[config.mk]
export PLATFORM = sky130hd
export DESIGN_NAME = uart_rx
export DESIGN_NICKNAME = d
export VERILOG_FILES = /design/src/rtl/uart_rx.sv
export SDC_FILE = /design/constraint.sdc
export NUM_CORES = 1
export LEC_CHECK = 0
export CAP_MARGIN = 10
export CELL_PAD_IN_SITES_DETAIL_PLACEMENT = 1
export CELL_PAD_IN_SITES_GLOBAL_PLACEMENT = 2
export CORE_MARGIN = 5
export CORE_UTILIZATION = 35
export DETAILED_ROUTE_END_ITERATION = 6
export PLACE_DENSITY = 0.77
export RECOVER_POWER = 25
export SLEW_MARGIN = 10
export SYNTH_ARGS = -nofsm -noshare
export SYNTH_HDL_FRONTEND = slang
export SYNTH_SLANG_ARGS = --single-unit
[constraint.sdc]
create_clock -name clk_i -period 2.6 [get_ports clk_i]
set_clock_uncertainty 0.05 [all_clocks]
set_input_delay 0.26 -clock clk_i [delete_from_list [all_inputs] [get_ports clk_i]]
set_output_delay 0.26 -clock clk_i [all_outputs]
set_load 0.005 [all_outputs]
[src/rtl/uart_rx.sv]
// UART receiver: 2-flop synchronized rx, 16x oversampling FSM, small receive FIFO.
// Latency: byte pushed in the cycle its stop bit is sampled; rvalid_o rises one cycle later.
// Backpressure: none on the line; a byte completed while the FIFO is full is dropped (overrun_o).
// Optional even-parity bit between data and stop when UART_RX_PARITY_EN is defined.
module uart_rx #(
  parameter int CLK_DIV    = 54,
  parameter int FIFO_DEPTH = 4
) (
  input  logic                          clk_i,
  input  logic                          rst_i,
  input  logic                          rx_i,
  output logic [7:0]                    rdata_o,
  output logic                          rvalid_o,
  input  logic                          rready_i,
  output logic [$clog2(FIFO_DEPTH):0]   rcount_o,
  output logic                          frame_err_o,
  output logic                          overrun_o
);

  localparam int             AW      = $clog2(FIFO_DEPTH);
  localparam logic [15:0]    DIV_MAX = 16'(CLK_DIV - 1);
  localparam logic [AW:0]    DEPTH_C = (AW + 1)'(FIFO_DEPTH);

`ifdef UART_RX_PARITY_EN
  typedef enum logic [2:0] {
    S_IDLE, S_START, S_DATA, S_PARITY, S_STOP, S_WAIT_HIGH
  } state_t;
`else
  typedef enum logic [2:0] {
    S_IDLE, S_START, S_DATA, S_STOP, S_WAIT_HIGH
  } state_t;
`endif

  state_t         r_state;
  state_t         w_next;
  logic           r_rx_meta;
  logic           r_rx_sync;
  logic           w_rx;
  logic [15:0]    r_div;
  logic           w_tick;
  logic [3:0]     r_tcnt;
  logic           w_sample_mid;
  logic           w_sample_bit;
  logic [7:0]     r_shift;
  logic [2:0]     r_bitcnt;
  logic           w_shift_en;
  logic           w_push_req;
  logic           w_ferr;
  logic           r_ferr;
  logic           r_ovr;
`ifdef UART_RX_PARITY_EN
  logic           r_par_err;
`endif

  logic [7:0]     r_mem [FIFO_DEPTH];
  logic [AW-1:0]  r_wptr;
  logic [AW-1:0]  r_rptr;
  logic [AW:0]    r_count;
  logic           w_pop;
  logic           w_full;
  logic           w_push;
  logic           w_ovr;

  // Two-flop synchronizer; idles high so reset never looks like a start bit.
  always_ff @(posedge clk_i) begin
    if (rst_i) begin
      r_rx_meta <= 1'b1;
      r_rx_sync <= 1'b1;
    end else begin
      r_rx_meta <= rx_i;
      r_rx_sync <= r_rx_meta;
    end
  end
  assign w_rx = r_rx_sync;

  // Oversample divider, realigned to the falling edge when a frame starts.
  assign w_tick = (r_div == DIV_MAX);
  always_ff @(posedge clk_i) begin
    if (rst_i)                                   r_div <= '0;
    else if (r_state == S_IDLE && w_next == S_START) r_div <= '0;
    else if (w_tick)                             r_div <= '0;
    else                                         r_div <= r_div + 16'd1;
  end

  // Tick counter: restarts on every state entry so each state measures from its own start.
  always_ff @(posedge clk_i) begin
    if (rst_i)                 r_tcnt <= '0;
    else if (w_next != r_state) r_tcnt <= '0;
    else if (w_tick)           r_tcnt <= r_tcnt + 4'd1;
  end
  assign w_sample_mid = w_tick && (r_tcnt == 4'd7);
  assign w_sample_bit = w_tick && (r_tcnt == 4'd15);

  // FSM state register.
  always_ff @(posedge clk_i) begin
    if (rst_i) r_state <= S_IDLE;
    else       r_state <= w_next;
  end

  // FSM next-state logic.
  always_comb begin
    w_next = r_state;
    case (r_state)
      S_IDLE:      if (!w_rx) w_next = S_START;
      S_START:     if (w_sample_mid) w_next = w_rx ? S_IDLE : S_DATA;
`ifdef UART_RX_PARITY_EN
      S_DATA:      if (w_sample_bit && r_bitcnt == 3'd7) w_next = S_PARITY;
      S_PARITY:    if (w_sample_bit) w_next = S_STOP;
`else
      S_DATA:      if (w_sample_bit && r_bitcnt == 3'd7) w_next = S_STOP;
`endif
      S_STOP:      if (w_sample_bit) w_next = w_rx ? S_IDLE : S_WAIT_HIGH;
      S_WAIT_HIGH: if (w_rx) w_next = S_IDLE;
      default:     w_next = S_IDLE;
    endcase
  end

  // FSM outputs: shift strobe, push request and frame-error strobe.
  always_comb begin
    w_shift_en = (r_state == S_DATA) && w_sample_bit;
`ifdef UART_RX_PARITY_EN
    w_push_req = (r_state == S_STOP) && w_sample_bit && w_rx && !r_par_err;
    w_ferr     = ((r_state == S_STOP) && w_sample_bit && !w_rx) ||
                 ((r_state == S_PARITY) && w_sample_bit && (w_rx != ^r_shift));
`else
    w_push_req = (r_state == S_STOP) && w_sample_bit && w_rx;
    w_ferr     = (r_state == S_STOP) && w_sample_bit && !w_rx;
`endif
  end

  // Receive datapath: LSB-first shift register, bit counter, latched parity error.
  always_ff @(posedge clk_i) begin
    if (rst_i) begin
      r_shift   <= '0;
      r_bitcnt  <= '0;
`ifdef UART_RX_PARITY_EN
      r_par_err <= 1'b0;
`endif
    end else begin
      if (r_state == S_START) begin
        r_bitcnt  <= '0;
`ifdef UART_RX_PARITY_EN
        r_par_err <= 1'b0;
`endif
      end
      if (w_shift_en) begin
        r_shift  <= {w_rx, r_shift[7:1]};
        r_bitcnt <= r_bitcnt + 3'd1;
      end
`ifdef UART_RX_PARITY_EN
      if (r_state == S_PARITY && w_sample_bit) r_par_err <= w_rx ^ (^r_shift);
`endif
    end
  end

  // FIFO control: a pop in the same cycle frees room for a push into a full FIFO.
  assign w_pop  = rvalid_o && rready_i;
  assign w_full = (r_count == DEPTH_C);
  assign w_push = w_push_req && (!w_full || w_pop);
  assign w_ovr  = w_push_req && w_full && !w_pop;

  // FIFO storage, cleared on reset so rdata_o reads zero when empty after reset.
  always_ff @(posedge clk_i) begin
    if (rst_i) begin
      for (int i = 0; i < FIFO_DEPTH; i++) r_mem[i] <= '0;
    end else if (w_push) begin
      r_mem[r_wptr] <= r_shift;
    end
  end

  // FIFO pointers and occupancy; pointers wrap naturally at the power-of-two depth.
  always_ff @(posedge clk_i) begin
    if (rst_i) begin
      r_wptr  <= '0;
      r_rptr  <= '0;
      r_count <= '0;
    end else begin
      if (w_push) r_wptr <= r_wptr + 1'b1;
      if (w_pop)  r_rptr <= r_rptr + 1'b1;
      case ({w_push, w_pop})
        2'b10:   r_count <= r_count + 1'b1;
        2'b01:   r_count <= r_count - 1'b1;
        default: r_count <= r_count;
      endcase
    end
  end

  // Error flags registered into clean single-cycle pulses.
  always_ff @(posedge clk_i) begin
    if (rst_i) begin
      r_ferr <= 1'b0;
      r_ovr  <= 1'b0;
    end else begin
      r_ferr <= w_ferr;
      r_ovr  <= w_ovr;
    end
  end

  assign rdata_o     = r_mem[r_rptr];
  assign rvalid_o    = (r_count != '0);
  assign rcount_o    = r_count;
  assign frame_err_o = r_ferr;
  assign overrun_o   = r_ovr;

endmodule

==> summary.md <==
| Metric | Value |
|---|---|
| Finish-stage setup viols | 0 |
| All-layer global routing usage | 0.121 |
| Sequential area share after synthesis | 0.521 |
| Psw | 661 uW |
| Most common cell after layout, fill and taps aside | dfxtp_1 |
| Power share of the clock group | 0.320 |
| Syn Nets | 329 |
| P_int | 1890 uW |
| H-tree Lvls | 3 |
| Post-synth ARST share | 0 |
| Vias per std cell | 4.86 |
| Synthesized cell area | 3650 um2 |
| Post-route setup TNS | 0 ns |
| Total iterations of the first detailed-routing run | 4 |
| Clk Latency, worst-skew pair | 0.34 ns |
| Chip width | 112 um |
| Worst setup SP type | register |
| DR WL/cell | 14.7 um |
| RD Place Congestion | 0.732 |
| Tcrit/Tclk final | 0.916 |
| Top cells by area, synth | edfxtp_1 (26%), dfxtp_1 (26%), and2_1 (5.7%), mux4_2 (4.9%), nor2_1 (4.1%) |
| Synth Area per Inst | 11.4 um2 |
| Initial antenna violation count | 0 |
| Register Area | 1900 um2 |
| Final nets | 348 |
| YS warnings | 0 |
| # IOs | 18 |
| Clock root cell | clkbuf_8 |
| LEAKAGE | 0.00153 uW |
| First-pass GRT wire length | 12200 um |
| Vias in the first global route | 2462 |
| Max VDD drop | 0.232 mV |
| Distinct cells, synth | 53 |
| Iter 0 DRT Violations | 68 |
| Clock Path Buffers | 2 |
| HP Class | reg -> reg |
| Synth area leader | edfxtp_1 |
| Post-Synthesis Cells | 319 |
| Critical path arrival | 2.56 ns |
| Critical Path RT | 2.78 ns |
| Clock-pin slew on the worst setup and hold paths | 0.08 ns |
| Outcome | complete, no violations |
| Postcts setup bufs | 0 |
| Crit path kind | reg -> reg |
| Gate power share | 0.132 |
| Grt total ovfl | 0 |
| Antenna cells | 0 |
| Min-delay src | r_rx_meta |
| Commonest non-fill, non-tap cells in the layout | dfxtp_1 (47), nor2_1 (40), edfxtp_1 (32) |
| R2R Path Start | r_tcnt[0] |
| Fmax | 0.420 GHz |
| Slew of the pin with the lowest slew margin | 0.552 ns |
| Fraction of layout instances using a drive strength above 1 | 0.128 |
| Final min period | 2.38 ns |
| HPWL Detailed | 5150 um |
| Starting density of the core | 0.357 |
| Synthesized flop and latch total | 79 |
| Sink Count | 79 |
| Final Hold Vio Count | 0 |
| Highest net fanout along the worst path | 5 |
| Routed Wire Length | 7040 um |
| I/O Buffers | 17 |
| Post-synth EDFFs | 32 |
| Placed cells | 463 |
| Cts-stage hold buffer count | 0 |
| Area of the core | 10200 um2 |
| Routed Antenna Nets | 0 |
| Max-cap violation count | 0 |
| Fill cells | 1115 |
| CTS buffer count | 9 |
| Layout area overhead | 12.7% |
| Relative slew slack | 0.632 |
| Via count | 2329 |
| Area occupied by multi-input gates | 1630 um2 |
| Non-Filler Instances | 479 |
| Post_cts resized | 0 |
| RSZ-0062 raised after global routing | false |
| Seq pwr share | 0.547 |
| Switching Fraction | 0.259 |
| Largest net degree at the start of global routing | 37 |
| Pwr dens | 619 nW/um2 |
| Ys flop type | dfxtp_1 |
| Die area | 12600 um2 |
| Post-synth top area share | 0.263 |
| CTS tree | yes |
| CP endpoint kind | register |
| Post-route DRC | 0 |
| Die Y | 112 um |
| Critical path origin | r_tcnt[0] |
| Site Rows | 37 |
| Max-slew violations | 0 |
-- sequential cells by signal, indices dropped and copies added, names as in the netlist, 2 cells and up, named ones only --
signal / flops
r_rptr: 2
r_state: 3
r_mem: 32
r_bitcnt: 3
r_div: 16
r_tcnt: 4
r_shift: 8
r_wptr: 2
rcount_o: 3
-- worst paths after layout --
check                endpoint  slack [ns]  cells past startpoint
hold / removal      r_rx_sync        0.37                      1
setup reg to reg  rcount_o[2]        0.22                      8
setup / recovery  rcount_o[2]        0.22                      8
hold reg to reg     r_rx_sync        0.37                      1
-- logic make-up after synthesis --
logic type | Yosys count | share of synthesized area
flip-flops | 79 | 0.521
AND/OR/NAND/NOR | 145 | 0.246
adder cells (fa/ha/maj) | 6 | 0.0226
AO/OA/AOI/OAI | 28 | 0.0538
XOR/XNOR | 19 | 0.0456
multiplexers | 18 | 0.0785
buffers and inverters | 24 | 0.0326
-- power by group through the flow --
stage | Sequential [uW] | Clock (uW) | Combinational (uW)
CTS | 1400 | 853 | 356
global route | 1410 | 914 | 372
finish | 1390 | 817 | 338
floorplan | 1390 | 0 | 235
detailed placement | 1430 | 0 | 356
global placement | 1430 | 0 | 349
-- metal layers --
layer  GRT usage  share of wire  up-vias
li1            -              -     1157
met1       0.148           0.45     1146
met2       0.209           0.51       20
met3      0.0286          0.028        6
met4      0.0385          0.011        0
met5           0              0        -
-- per-stage QoR --
stage	utilization	setup slack, ns	hold slack [ns]	total power (uW)	cell area, um2
after detailed placement	0.386	0.183	0.350	1780	3950
after global placement	0.386	0.235	0.346	1770	3950
after global routing	0.402	0.0758	0.389	2690	4120
after CTS	0.403	0.169	0.372	2610	4120
after floorplan	-	0.316	0.314	1630	3650
final	0.402	0.219	0.369	2550	4120
-- area by class of cell --
cell class	instances	area share
clock buffer	10	0.0310
clock inverter	6	0.0109
inverter	10	0.00912
multi-input combinational	216	0.396
sequential	79	0.462
tap	136	0.0413
timing repair buffer	22	0.0495
-- worst max-delay path, stage by stage (launching register included) --
cell and delay [ns]:
dfxtp_1 0.34, ha_1 0.23, and2_1 0.24, and4_1 0.24, a21oi_2 0.20, inv_1 0.08, fa_1 0.38, a22oi_1 0.19
mux2_1 0.33
-- synthesized netlist by cell type (2+ instances only) --
cell / count
dfxtp_1: 47
nor2_1: 40
and2_1: 33
edfxtp_1: 32
nand2_1: 18
xnor2_1: 11
inv_1: 10
nand3_1: 10
mux2i_1: 8
mux4_2: 8
xor2_1: 8
clkbuf_1: 7
and3_1: 6
nor3_1: 6
a21oi_1: 5
ha_1: 5
or3_1: 5
nand2b_1: 4
o21ai_0: 4
a211oi_1: 3
and4_1: 3
buf_6: 3
nor4_4: 3
a211o_1: 2
a21o_1: 2
a31o_1: 2
and3_4: 2
buf_2: 2
nand4_1: 2
nor4b_2: 2
nor4b_4: 2
o21ai_1: 2
or2_2: 2
No activity file was read; power rests on OpenSTA's default activity.
